$ cat src/rtl/rf_wb_buf_pkg.sv
// Shared types for the register-file write-port driver: widths, the queued
// result entry and the output-slot source encoding.
package rf_wb_buf_pkg;
    localparam int REG_ADDR_W = 5;
    localparam int XLEN       = 32;

    typedef struct packed {
        logic [REG_ADDR_W-1:0] wr;
        logic [XLEN-1:0]       wd;
    } rf_entry_t;

    typedef enum logic [1:0] {
        SRC_NONE = 2'd0,
        SRC_WB   = 2'd1,
        SRC_MC   = 2'd2
    } src_t;

    // x0 is hardwired to zero, so it never counts as a pending write
    function automatic logic addr_hit(input logic [REG_ADDR_W-1:0] rr,
                                      input logic [REG_ADDR_W-1:0] wr,
                                      input logic                  vld);
        return vld && (rr != 5'd0) && (rr == wr);
    endfunction
endpackage

$ cat src/rtl/rf_wb_buf_if.sv
// Bundle of pipeline writeback, multi-cycle handshake, register-file write
// port and decode hazard signals around rf_wb_buf.
interface rf_wb_buf_if #(parameter int DEPTH = 4) ();
    import rf_wb_buf_pkg::*;

    logic                    wb_we_i;
    logic [REG_ADDR_W-1:0]   wb_wr_i;
    logic [XLEN-1:0]         wb_wd_i;
    logic                    mc_valid_i;
    logic                    mc_ready_o;
    logic [REG_ADDR_W-1:0]   mc_wr_i;
    logic [XLEN-1:0]         mc_wd_i;
    logic                    we_o;
    logic [REG_ADDR_W-1:0]   wr_o;
    logic [XLEN-1:0]         wd_o;
    logic [REG_ADDR_W-1:0]   rr1_i;
    logic [REG_ADDR_W-1:0]   rr2_i;
    logic                    busy1_o;
    logic                    busy2_o;
    logic                    stall_o;
    logic [$clog2(DEPTH):0]  count_o;

    modport master (
        output wb_we_i, wb_wr_i, wb_wd_i, mc_valid_i, mc_wr_i, mc_wd_i, rr1_i, rr2_i,
        input  mc_ready_o, we_o, wr_o, wd_o, busy1_o, busy2_o, stall_o, count_o
    );

    modport slave (
        input  wb_we_i, wb_wr_i, wb_wd_i, mc_valid_i, mc_wr_i, mc_wd_i, rr1_i, rr2_i,
        output mc_ready_o, we_o, wr_o, wd_o, busy1_o, busy2_o, stall_o, count_o
    );
endinterface

$ cat src/rtl/rf_wb_fifo.sv
// Queue of pending multi-cycle results with per-entry valid bits so decode
// can see which destination registers still have a write outstanding.
module rf_wb_fifo
    import rf_wb_buf_pkg::*;
#(
    parameter int DEPTH = 4
) (
    input  logic                        clk_i,
    input  logic                        rst_i,
    input  logic                        push_i,
    input  rf_entry_t                   push_entry_i,
    input  logic                        pop_i,
    output rf_entry_t                   head_o,
    output logic [$clog2(DEPTH):0]      count_o,
    output logic                        empty_o,
    output logic                        full_o,
    input  logic [REG_ADDR_W-1:0]       rr1_i,
    input  logic [REG_ADDR_W-1:0]       rr2_i,
    output logic                        match1_o,
    output logic                        match2_o
);
    localparam int PW = $clog2(DEPTH);
    localparam int CW = PW + 1;

    rf_entry_t          mem_r [DEPTH];
    logic [DEPTH-1:0]   valid_r;
    logic [PW-1:0]      wr_ptr_r;
    logic [PW-1:0]      rd_ptr_r;
    logic [CW-1:0]      count_r;
    logic               match1_s;
    logic               match2_s;

    // Storage, pointers and occupancy; the caller never pushes when full or pops when empty
    always_ff @(posedge clk_i or posedge rst_i) begin
        if (rst_i) begin
            for (int i = 0; i < DEPTH; i++) begin
                mem_r[i] <= '0;
            end
            valid_r  <= '0;
            wr_ptr_r <= '0;
            rd_ptr_r <= '0;
            count_r  <= '0;
        end else begin
            if (pop_i) begin
                valid_r[rd_ptr_r] <= 1'b0;
                rd_ptr_r          <= rd_ptr_r + 1'b1;
            end
            if (push_i) begin
                mem_r[wr_ptr_r]   <= push_entry_i;
                valid_r[wr_ptr_r] <= 1'b1;
                wr_ptr_r          <= wr_ptr_r + 1'b1;
            end
            case ({push_i, pop_i})
                2'b10:   count_r <= count_r + 1'b1;
                2'b01:   count_r <= count_r - 1'b1;
                default: count_r <= count_r;
            endcase
        end
    end

    // Address match of both decode read ports against every queued entry
    always_comb begin
        match1_s = 1'b0;
        match2_s = 1'b0;
        for (int i = 0; i < DEPTH; i++) begin
            match1_s = match1_s | addr_hit(rr1_i, mem_r[i].wr, valid_r[i]);
            match2_s = match2_s | addr_hit(rr2_i, mem_r[i].wr, valid_r[i]);
        end
    end

    assign head_o   = mem_r[rd_ptr_r];
    assign count_o  = count_r;
    assign empty_o  = (count_r == '0);
    assign full_o   = (count_r == CW'(DEPTH));
    assign match1_o = match1_s;
    assign match2_o = match2_s;
endmodule

$ cat src/rtl/rf_wb_buf.sv
// Register-file write-port driver: merges pipeline writeback with queued
// multi-cycle results, forcing a drain slot when the queue is starved.
module rf_wb_buf
    import rf_wb_buf_pkg::*;
#(
    parameter int DEPTH        = 4,
    parameter int STARVE_LIMIT = 8
) (
    input  logic        clk_i,
    input  logic        rst_i,
    rf_wb_buf_if.slave  bus
);
    localparam int SW = $clog2(STARVE_LIMIT + 1);

    rf_entry_t              head_s;
    rf_entry_t              push_entry_s;
    logic [$clog2(DEPTH):0] count_s;
    logic                   empty_s;
    logic                   full_s;
    logic                   match1_s;
    logic                   match2_s;
    logic                   push_s;
    logic                   pop_s;
    logic                   wb_hit_s;
    src_t                   src_s;

    logic                   we_r;
    logic [REG_ADDR_W-1:0]  wr_r;
    logic [XLEN-1:0]        wd_r;
    logic                   stall_r;
    logic [SW-1:0]          starve_r;

    // x0 results complete the handshake but are never queued
    assign push_s            = bus.mc_valid_i && !full_s && (bus.mc_wr_i != 5'd0);
    assign push_entry_s.wr   = bus.mc_wr_i;
    assign push_entry_s.wd   = bus.mc_wd_i;
    assign wb_hit_s          = bus.wb_we_i && (bus.wb_wr_i != 5'd0);

    rf_wb_fifo #(.DEPTH(DEPTH)) u_fifo (
        .clk_i        (clk_i),
        .rst_i        (rst_i),
        .push_i       (push_s),
        .push_entry_i (push_entry_s),
        .pop_i        (pop_s),
        .head_o       (head_s),
        .count_o      (count_s),
        .empty_o      (empty_s),
        .full_o       (full_s),
        .rr1_i        (bus.rr1_i),
        .rr2_i        (bus.rr2_i),
        .match1_o     (match1_s),
        .match2_o     (match2_s)
    );

    // Slot arbitration: forced drain, then pipeline, then opportunistic drain
    always_comb begin
        if (stall_r && !empty_s) begin
            src_s = SRC_MC;
        end else if (wb_hit_s) begin
            src_s = SRC_WB;
        end else if (!empty_s) begin
            src_s = SRC_MC;
        end else begin
            src_s = SRC_NONE;
        end
    end

    assign pop_s = (src_s == SRC_MC);

    // Registered write port; address and data hold when no write is issued
    always_ff @(posedge clk_i or posedge rst_i) begin
        if (rst_i) begin
            we_r <= 1'b0;
            wr_r <= '0;
            wd_r <= '0;
        end else begin
            case (src_s)
                SRC_WB: begin
                    we_r <= 1'b1;
                    wr_r <= bus.wb_wr_i;
                    wd_r <= bus.wb_wd_i;
                end
                SRC_MC: begin
                    we_r <= 1'b1;
                    wr_r <= head_s.wr;
                    wd_r <= head_s.wd;
                end
                default: begin
                    we_r <= 1'b0;
                end
            endcase
        end
    end

    // Starve counter: pipeline slots taken while results wait, one-cycle freeze at the limit
    always_ff @(posedge clk_i or posedge rst_i) begin
        if (rst_i) begin
            starve_r <= '0;
            stall_r  <= 1'b0;
        end else if (pop_s || empty_s) begin
            starve_r <= '0;
            stall_r  <= 1'b0;
        end else if (src_s == SRC_WB) begin
            if (starve_r == SW'(STARVE_LIMIT - 1)) begin
                starve_r <= '0;
                stall_r  <= 1'b1;
            end else begin
                starve_r <= starve_r + 1'b1;
                stall_r  <= 1'b0;
            end
        end else begin
            stall_r <= 1'b0;
        end
    end

    assign bus.mc_ready_o = !full_s;
    assign bus.we_o       = we_r;
    assign bus.wr_o       = wr_r;
    assign bus.wd_o       = wd_r;
    assign bus.stall_o    = stall_r;
    assign bus.count_o    = count_s;
    assign bus.busy1_o    = match1_s || addr_hit(bus.rr1_i, wr_r, we_r);
    assign bus.busy2_o    = match2_s || addr_hit(bus.rr2_i, wr_r, we_r);
endmodule
$ cat src/flat_wrapper.sv
// flat-port wrapper written by rule: the top's interface ports become plain ports
module rf_wb_buf_flat import rf_wb_buf_pkg::*;
#(
    parameter int DEPTH        = 4,
    parameter int STARVE_LIMIT = 8
)
  (clk_i, rst_i, bus_wb_we_i, bus_wb_wr_i, bus_wb_wd_i, bus_mc_valid_i, bus_mc_wr_i, bus_mc_wd_i, bus_rr1_i, bus_rr2_i, bus_mc_ready_o, bus_we_o, bus_wr_o, bus_wd_o, bus_busy1_o, bus_busy2_o, bus_stall_o, bus_count_o);
  rf_wb_buf_if #(.DEPTH(DEPTH)) bus_i ();
  input  logic clk_i;
  input  logic rst_i;
  input wire logic [$bits(bus_i.wb_we_i)-1:0] bus_wb_we_i;
  input wire logic [$bits(bus_i.wb_wr_i)-1:0] bus_wb_wr_i;
  input wire logic [$bits(bus_i.wb_wd_i)-1:0] bus_wb_wd_i;
  input wire logic [$bits(bus_i.mc_valid_i)-1:0] bus_mc_valid_i;
  input wire logic [$bits(bus_i.mc_wr_i)-1:0] bus_mc_wr_i;
  input wire logic [$bits(bus_i.mc_wd_i)-1:0] bus_mc_wd_i;
  input wire logic [$bits(bus_i.rr1_i)-1:0] bus_rr1_i;
  input wire logic [$bits(bus_i.rr2_i)-1:0] bus_rr2_i;
  output wire logic [$bits(bus_i.mc_ready_o)-1:0] bus_mc_ready_o;
  output wire logic [$bits(bus_i.we_o)-1:0] bus_we_o;
  output wire logic [$bits(bus_i.wr_o)-1:0] bus_wr_o;
  output wire logic [$bits(bus_i.wd_o)-1:0] bus_wd_o;
  output wire logic [$bits(bus_i.busy1_o)-1:0] bus_busy1_o;
  output wire logic [$bits(bus_i.busy2_o)-1:0] bus_busy2_o;
  output wire logic [$bits(bus_i.stall_o)-1:0] bus_stall_o;
  output wire logic [$bits(bus_i.count_o)-1:0] bus_count_o;
  assign bus_i.wb_we_i = bus_wb_we_i;
  assign bus_i.wb_wr_i = bus_wb_wr_i;
  assign bus_i.wb_wd_i = bus_wb_wd_i;
  assign bus_i.mc_valid_i = bus_mc_valid_i;
  assign bus_i.mc_wr_i = bus_mc_wr_i;
  assign bus_i.mc_wd_i = bus_mc_wd_i;
  assign bus_i.rr1_i = bus_rr1_i;
  assign bus_i.rr2_i = bus_rr2_i;
  assign bus_mc_ready_o = bus_i.mc_ready_o;
  assign bus_we_o = bus_i.we_o;
  assign bus_wr_o = bus_i.wr_o;
  assign bus_wd_o = bus_i.wd_o;
  assign bus_busy1_o = bus_i.busy1_o;
  assign bus_busy2_o = bus_i.busy2_o;
  assign bus_stall_o = bus_i.stall_o;
  assign bus_count_o = bus_i.count_o;
  rf_wb_buf #(.DEPTH(DEPTH), .STARVE_LIMIT(STARVE_LIMIT)) u_core (.clk_i(clk_i), .rst_i(rst_i), .bus(bus_i));
endmodule
$ cat config.mk
export PLATFORM = sky130hd
export DESIGN_NAME = rf_wb_buf_flat
export DESIGN_NICKNAME = d
export VERILOG_FILES = /design/src/rtl/rf_wb_buf_pkg.sv /design/src/rtl/rf_wb_buf_if.sv /design/src/rtl/rf_wb_fifo.sv /design/src/rtl/rf_wb_buf.sv /design/src/flat_wrapper.sv
export SDC_FILE = /design/constraint.sdc
export NUM_CORES = 1
export LEC_CHECK = 0
export ABC_AREA = 1
export ABC_CLOCK_PERIOD_IN_PS = 8600
export CORE_MARGIN = 2
export CORE_UTILIZATION = 56
export DETAILED_ROUTE_END_ITERATION = 8
export PLACE_DENSITY = 0.77
export RECOVER_POWER = 50
export SLEW_MARGIN = 20
export SYNTH_ARGS = -nofsm -noshare
export SYNTH_HDL_FRONTEND = slang
export SYNTH_HIERARCHICAL = 1
export SYNTH_SLANG_ARGS = --single-unit
$ cat constraint.sdc
create_clock -name clk_i -period 8.6 [get_ports clk_i]
set_clock_uncertainty 0.15 [all_clocks]
set_input_delay 2.58 -clock clk_i [delete_from_list [all_inputs] [get_ports clk_i]]
set_output_delay 2.58 -clock clk_i [all_outputs]
set_load 0.1 [all_outputs]
# ---- Word level (Yosys, flattened, before mapping)
# Index checks and enable logic that the tools add are counted.
dict set report word_totals {
  reg_bits 202
  elab_cells 122
  out_inout_bits 45
  input_bits 88
}
dict set report classes {
  n_eq_ne 16
  muxes 25
  bitwise 11
  reduce_logical 41
  n_addsub 5
  order_cmp 7
}
# operator count
set ops {}
lappend ops {{$bwmux W148} 1}
lappend ops {{$mux W37} 3}
lappend ops {{$bmux W37 S2} 1}
lappend ops {{$demux W37 S2} 1}
lappend ops {{$pmux W32 S2} 1}
lappend ops {{$eq A5 B5 Y1} 10}
lappend ops {{$logic_and A1 B1 Y1} 27}
lappend ops {{$mux W4} 5}
lappend ops {{$reduce_bool A5 Y1} 4}
lappend ops {{$pmux W5 S2} 1}
lappend ops {{$ge A3 B3 Y1 const B} 2}
lappend ops {{$lt A2 B3 Y1 const B} 2}
lappend ops {{$mux W1} 6}
lappend ops {{$mux W2} 3}
lappend ops {{$not A2 Y3} 2}
lappend ops {{$or A1 B1 Y1} 6}
lappend ops {{$pmux W3 S2} 1}
lappend ops {{$reduce_bool A2 Y1} 3}
lappend ops {{$add A2 B1 Y2 const B} 2}
lappend ops {{$add A4 B1 Y4 const B} 1}
lappend ops {{$and A4 B4 Y4} 1}
lappend ops {{$demux W1 S2} 2}
lappend ops {{$eq A2 B1 Y1 const B} 2}
lappend ops {{$eq A2 B2 Y1 const B} 2}
lappend ops {{other kinds (12)} 16}

# ---- Longest topological paths before layout
# Gate-level depths: netlist of the first run.
dict set report depth {
  word_depth 9
  depth_mapped 13
  depth_no_buf 12
}

# ---- Cells and area by module
# The synthesis of the first run kept the hierarchy.
# mod instances area_per_inst_um2 seq_area_each_um2 cells_per_inst
set by_module_without_submodules {}
lappend by_module_without_submodules {rf_wb_fifo 1 7931.4 3978.8 971}
lappend by_module_without_submodules {rf_wb_buf 1 2573.7 1076.0 306}

# ---- Worst setup path after synthesis of the first run
# No wires, ideal clock.
dict set report synth_timing {
  path_type {input -> output}
  startpoint {input bus_rr2_i[4]}
  endpoint {output bus_busy2_o}
  setup_slack_ns 2.110
  t_arrival_ns 3.760
  path_buffers 0
  required_time_ns 5.870
  cell_stages 9
  path_cell_list {inv_1 > nor2_1 > nor2_1 > nand3_1 > nand2_1 > nor2_1 > nor2_1 > inv_1 > nand2_1}
}
dict set report synth_between {
  elab_chain_cells 7
  word_cells_on_any_way 20
  cone_classes {5 x eq/ne; 3 x bitwise; 12 x reduce/logical}
}
# element line
set synth_rtl {}
lappend synth_rtl {{start, declared} flat_wrapper.sv:18} ;# input wire logic [$bits(bus_i.rr2_i)-1:0] bus_rr2_i;
lappend synth_rtl {{$reduce_bool A5 Y1} rf_wb_buf_pkg.sv:22} ;# return vld && (rr != 5'd0) && (rr == wr);
lappend synth_rtl {{$logic_and A1 B1 Y1 (2 in a row)} rf_wb_buf_pkg.sv:22}
lappend synth_rtl {{$or A1 B1 Y1 (2 in a row)} rf_wb_fifo.sv:67} ;# match2_s = match2_s | addr_hit(rr2_i, mem_r[i].wr, valid_r[i]);
lappend synth_rtl {{$or A1 B1 Y1 (*)} rf_wb_fifo.sv:67}
lappend synth_rtl {{net u_core.match2_s} rf_wb_buf.sv:21} ;# logic match2_s;
lappend synth_rtl {{$logic_or A1 B1 Y1 (*)} rf_wb_buf.sv:123} ;# assign bus.busy2_o = match2_s || addr_hit(bus.rr2_i, wr_r, we_r);
lappend synth_rtl {{end, declared} flat_wrapper.sv:24} ;# output wire logic [$bits(bus_i.busy2_o)-1:0] bus_busy2_o;
# Mark *: on every way through the listed nets, which the timed path passes. The rest lies on a longest branch.

# ---- Worst setup path in the final report of the first run
dict set report layout_timing {
  startpoint {input bus_rr2_i[3]}
  endpoint {output bus_busy2_o}
}
# Same word-level chain as after synthesis.

==> results of run 1 <==
metal layers:
metal  global-route usage (%)  vias up  part of all wire, %  wire, microns
met2                    46.14      332                   47          12930
met4                    7.947        0                  2.0            555
met5                        0        -                    0              0
met1                    41.12     4290                   45          12300
li1                         -     4320                    -              -
met3                    2.717       37                  6.1           1672
critical path: cells and delay by family:
kind                   cells  cell delay [ns]
and+or+nand+nor            8             0.61
buffers and inverters      4             1.15
synth_stat cells:
cell	instances	area share (%)
a21oi_1	27	1.3
a21oi_2	61	5.1
a22oi_1	5	0.36
buf_12	3	0.57
buf_2	14	0.67
buf_4	5	0.36
buf_6	31	3.3
clkbuf_1	14	0.50
clkbuf_2	5	0.24
dfrtp_1	202	48
fa_1	1	0.19
ha_1	12	1.4
inv_1	95	3.4
inv_2	9	0.32
inv_4	2	0.12
nand2_1	350	13
nand2_4	4	0.43
nand3_1	12	0.57
nand4_1	3	0.18
nor2_1	145	5.2
nor2_2	1	0.060
nor3_1	7	0.33
nor4_1	1	0.060
o21ai_0	141	6.7
o21ai_1	51	2.4
o21ai_2	37	3.1
o22ai_1	32	1.9
xnor2_1	3	0.25
xor2_1	4	0.33
state kept, by name, summed over array words and instances, names as in the netlist, 2 cells and up:
name	flops
u_core/u_fifo/wr_ptr_r	2
u_core/bus.wd_o	32
u_core/u_fifo/count_o	3
u_core/u_fifo/rd_ptr_r	2
u_core/starve_r	4
u_core/u_fifo/mem_r	148
u_core/bus.wr_o	5
u_core/u_fifo/valid_r	4
per-stage QoR:
stage | util, % | hold WS [ns] | area, sq um
after floorplan | - | 0.2812 | 10510
final | 65.58 | 0.3177 | 12190
after detailed placement | 62.26 | 0.3135 | 11570
after CTS | 65.82 | 0.3254 | 12230
after global placement | 62.26 | 0.3099 | 11570
after global routing | 65.58 | 0.3320 | 12190
cell families (layout without fill, tap and decap cells):
family / after synthesis / after routing / synth area share, %
and+or+nand+nor: 523 / 523 / 19.32
AOI/OAI and AO/OA: 354 / 354 / 20.87
DFF: 202 / 202 / 48.12
buffers and inverters: 178 / 282 / 9.493
adders and majority gates: 13 / 13 / 1.620
xor gates and xnor gates: 7 / 7 / 0.5836
other: 0 / 1 / 0
power groups by stage:
stage / Combinational [uW] / Clock [uW] / Sequential (uW)
2_1_floorplan: 1450 / 0 / 2330
3_3_place_gp: 2610 / 0 / 1690
3_5_place_dp: 2650 / 0 / 1700
4_1_cts: 2670 / 884 / 1690
5_1_grt: 2900 / 925 / 1750
6_report: 2670 / 870 / 1700
cell type report:
| class | instances | area, sq um | area share, % |
|---|---|---|---|
| Tap cell | 234 | 292.8 | 2.403 |
| Sequential cell | 202 | 5056 | 41.49 |
| Timing Repair Buffer | 137 | 1354 | 11.11 |
| Multi-Input combinational cell | 897 | 4415 | 36.24 |
| Clock buffer | 34 | 626.9 | 5.144 |
| Clock inverter | 5 | 35.03 | 0.2875 |
| Antenna cell | 1 | 2.502 | 0.02054 |
| Inverter | 106 | 402.9 | 3.306 |
worst max path at each step:
stage,slack (ns),depth (start not counted),endpoint,startpoint
after detailed placement,1.54,12,bus_busy1_o,bus_rr1_i[3]
after floorplan,1.58,1,u_core/u_fifo/count_o[0],rst_i
final,1.53,12,bus_busy2_o,bus_rr2_i[3]
after global placement,1.53,12,bus_busy1_o,bus_rr1_i[3]
after global routing,1.24,3,u_core/u_fifo/rd_ptr_r[0],rst_i
after CTS,1.53,12,bus_busy1_o,bus_rr1_i[3]
==> impl_metrics.yaml, run 1 <==
detailed_routing:
  avgViaCountPerCell: 5.556
  wl_microns: 27460
  drt_iter0_drc: 759
  wl_per_cell_microns: 16.99
  ant_nets: 0
  dr.pass1.iters: 5
  vias: 8979
  route.detailed.drc: 0
pwr:
  switchingPower_uw: 2575
  p_comb_share_pct: 51.0
  p_sw_share_pct: 49.21
  seq_power_share_pct: 32.4
  ir_drop_v: 0.0002925
  powerDensity_nw_per_um2: 429.4
  p_leak_uw: 0.005784
  total_power_uw: 5233
  internal_power_uw: 2658
  clkPwrFrac_pct: 16.6
sta:
  finalMaxSlewViolations: 373
  period_needed_ns: 7.065
  finalCritPeriodShare_pct: 82.15
  slew_headroom_pct: -159.2
  worst_slack_ns: 1.535
  hold_violations: 0
  tns_ns: 0
  clock.fmax_mhz: 141.5
  setup_violations: 0
  rsz0062_at_grt: "no"
  tightest_slew_ns: 3.888
grt:
  antenna_found_initial: 1
  grt_max_degree: 101
  grt_pass1_vias: 8636
  grt.total_usage_pct: 28.36
  grt.overflow.total: 0
  grt_pass1_wl_microns: 45240
final_layout:
  instances_no_fill: 1616
  fill_cells: 1596
  final_nets: 1468
  final_common_cell: "nand2_1"
  syn2layout_area_growth_pct: 16.00
  drive_gt1_share_pct: 10.50
  final_cell_mix: "nand2_1 (353), dfrtp_1 (201), o21ai_0 (149)"
clock_network:
  cts_tree: "done"
  cts_num_sinks: 202
  postCtsSetupBuffers: 0
  cts_buffers: 23
  post_cts_resized: 0
  root_buffer: "clkbuf_16"
  ctsHtreeMaxLevel: 1
  clockBufferDepth: 3
  clkSlewWorstSetupHoldPaths_ns: 0.06
  holdBufCountCts: 0
  clk_latency_ns: 0.51
critical_path:
  r2r_cells: 7
  crit_slowest_cell: "clkdlybuf4s50_1"
  end_kind: "primary output"
  cp_max_fo: 9
  cp_slowest_stage_delay_ns: 0.70
  crit_chain: "clkdlybuf4s50_1, inv_2, nand2_1, nand2_1, nor2_1, nand3_1, nand2_1, nor2_1, nor2_1, inv_1, nand2_1, buf_4"
  worstSetupPathType: "input port to primary output"
  cp.arrival_ns: 4.34
  cpMostUsedCell: "nand2_1"
  reg2reg_to: "u_core/u_fifo/mem_r[128]"
  r2r-start: "u_core/u_fifo/count_o[2]"
  cp-start-kind: "input port"
  crit_required_ns: 5.87
  reg2reg_slack_ns: 4.93
placement:
  dp_cells: 1576
  dp_hpwl_microns: 16940
  pre_cts_ws_ns: 1.544
  io_buffer_count: 132
  gp_congestion: 0.9583
yosys:
  synth-seq-cells: 202
  syn_inst: 1277
  avgSynthCellArea_sq_um: 8.226
  syn_nets: 1378
  synth.distinct_cells: 29
  netlist_area_sq_um: 10510
  synth_warnings: 6
  yosysSeqAreaShare_pct: 48.12
flow_run:
  drv_cap: 6
die:
  core_sq_um: 18580
  fp.dieW_microns: 141.0
  num_rows: 50
  die_height_microns: 141.0
  io_pins: 133
  start_util_pct: 56.54
  fp.dieArea_sq_um: 19870
min_path:
  worstHoldPathType: "flip-flop to flip-flop"
  min_to: "u_core/bus.stall_o"
  hp-start: "u_core/starve_r[3]"
  min_path_cells: 1
run_status:
  status: "finished with violations"
  violations: "capacitance limit, slew limit"
No activity file was read; power rests on OpenSTA's default activity.
==> inputs of run 2 (changes only) <==
ABC_CLOCK_PERIOD_IN_PS = 6500   (was 8600)
CORE_UTILIZATION = 51   (was 56)
PLACE_DENSITY = 0.73   (was 0.77)
clock period = 6.5 ns   (was 8.6 ns; I/O delays follow)
==> run 2 against run 1 <==
The run still ends with capacitance limit, slew limit left. Non-clock buffer count grew 1. Utilization shrank 4.4 points. Register-to-register slack lost 2.1 ns. Critical path type unchanged. Largest power group unchanged.
==> impl_metrics.yaml, run 2 (synthesis gave the netlist of run 1 again) <==
run_status:
  status: "finished with violations"
  violations: "capacitance limit, slew limit"
die:
  io_pins: 133
  fp.dieW_microns: 147.5
  core_sq_um: 20230
  start_util_pct: 51.92
  fp.dieArea_sq_um: 21760
  num_rows: 52
  die_height_microns: 147.5
flow_run:
  drv_cap: 6
final_layout:
  final_cell_mix: "nand2_1 (352), dfrtp_1 (201), o21ai_0 (150)"
  design_area_sq_um: 12370
  largest_reg_flops: 148
  final_nets: 1468
  fill_cells: 1851
  final_common_cell: "nand2_1"
  multi_input_comb_area_sq_um: 4423
  diodes: 0
  syn2layout_area_growth_pct: 17.77
  drive_gt1_share_pct: 11.09
  top_register: "u_core/u_fifo/mem_r"
  regArea_sq_um: 5056
pwr:
  p_leak_uw: 0.005855
  switchingPower_uw: 3446
  internal_power_uw: 3682
  powerDensity_nw_per_um2: 576.1
  p_comb_share_pct: 49.9
  ir_drop_v: 0.0003625
  p_sw_share_pct: 48.34
  seq_power_share_pct: 31.5
  clkPwrFrac_pct: 18.6
critical_path:
  cp_slowest_stage_delay_ns: 0.66
  end_kind: "primary output"
  cp_max_fo: 8
  crit_required_ns: 4.40
  cpMostUsedCell: "nand2_1"
  cp.arrival_ns: 3.62
  worstSetupPathType: "input port to primary output"
  cp-start-kind: "input port"
  r2r-start: "u_core/u_fifo/count_o[2]"
  crit_slowest_cell: "clkdlybuf4s50_1"
  critPathLaunch: "bus_rr2_i[2]"
  crit_chain: "clkdlybuf4s50_1, inv_2, nand2_1, nand2_1, nor2_1, nand3_1, nand2_1, nor2_1, nor2_1, inv_1, nand2_1, buf_12"
detailed_routing:
  route.detailed.drc: 0
  ant_nets: 0
  vias: 8879
  avgViaCountPerCell: 5.381
  dr.pass1.iters: 5
  wl_per_cell_microns: 16.80
  drt_iter0_drc: 635
  wl_microns: 27730
grt:
  grt_max_degree: 100
  grt_pass1_wl_microns: 45730
  grt.total_usage_pct: 26.08
  antenna_found_initial: 0
  grt_pass1_vias: 8789
  grt.overflow.total: 0
sta:
  tns_ns: 0
  period_needed_ns: 5.717
  worst_slack_ns: 0.7830
  slew_headroom_pct: -78.39
  finalMaxSlewViolations: 360
  rsz0062_at_grt: "no"
  hold_violations: 0
  setup_violations: 0
  tightest_slew_ns: 2.669
  clock.fmax_mhz: 174.9
  finalCritPeriodShare_pct: 87.95
clock_network:
  clkSlewWorstSetupHoldPaths_ns: 0.06
  cts_tree: "done"
  clockBufferDepth: 3
  postCtsSetupBuffers: 0
  ctsHtreeMaxLevel: 1
  post_cts_resized: 0
  cts_buffers: 22
  root_buffer: "clkbuf_16"
  holdBufCountCts: 0
  clk_latency_ns: 0.51
  cts_num_sinks: 202
placement:
  gp_congestion: 0.9244
  postPlaceCellArea_sq_um: 11650
  dp_hpwl_microns: 17250
  io_buffer_count: 132
  pre_cts_ws_ns: 0.7930
min_path:
  worstHoldPathType: "flip-flop to flip-flop"
  hp-start: "u_core/starve_r[3]"
==> run 2: changes by cell type in the layout (fill, tap and decap cells not counted), sizes merged <==
cell    previous run  this run
bufinv             0         4
clkinv             3         6
inv              105       104
buf                7         6
diode              1         0
clkbuf            34        28
==> run 2: layout make-up <==
type	instances	share of cell area (%)
flip-flops and latches	202	40.87
multi-input cells	897	35.75
repair buffers	138	11.14
clock buffers	26	4.905
inverters	106	3.297
well taps	270	2.731
clock inverters	11	1.305
==> run 2: power groups by stage <==
stage          Clock, uW  Combinational [uW]  Sequential [uW]
2_1_floorplan          0                1910             3080
3_3_place_gp           0                3500             2230
3_5_place_dp           0                3550             2240
4_1_cts             1350                3570             2230
5_1_grt             1410                3870             2310
6_report            1330                3560             2240
==> run 2: worst max-delay path, delay by kind of cell <==
family / cells / cell delay [ns]
buffers and inverters: 4 / 1.03
AND/OR/NAND/NOR: 8 / 0.63
==> run 2: layer usage <==
| layer | track usage (%) | routed length [microns] | up-vias |
|---|---|---|---|
| met4 | 6.202 | 460 | 0 |
| met2 | 42.19 | 12850 | 267 |
| met5 | 0 | 0 | - |
| met3 | 4.722 | 1827 | 37 |
| li1 | - | - | 4306 |
| met1 | 36.83 | 12580 | 4269 |
==> run 2: worst paths after layout <==
check | to | slack, ns | cells past startpoint
setup / recovery | bus_busy2_o | 0.78 | 12
hold / removal | u_core/bus.stall_o | 0.32 | 1
setup reg to reg | u_core/u_fifo/mem_r[29] | 2.87 | 7
hold reg to reg | u_core/bus.stall_o | 0.32 | 1
max in group asynchronous | u_core/u_fifo/mem_r[100] | 1.41 | 3
min in group asynchronous | u_core/bus.wd_o[18] | 2.41 | 2
==> run 2: stage by stage <==
stage | hold WS, ns | util (%) | power [uW] | std cells
3_3_place_gp | 0.3090 | 57.56 | 5736 | 1613
3_5_place_dp | 0.3133 | 57.56 | 5796 | 1613
4_1_cts | 0.3282 | 61.35 | 7152 | 1650
2_1_floorplan | 0.2812 | - | 4990 | 1277
5_1_grt | 0.3454 | 61.14 | 7592 | 1650
6_report | 0.3232 | 61.14 | 7128 | 1650
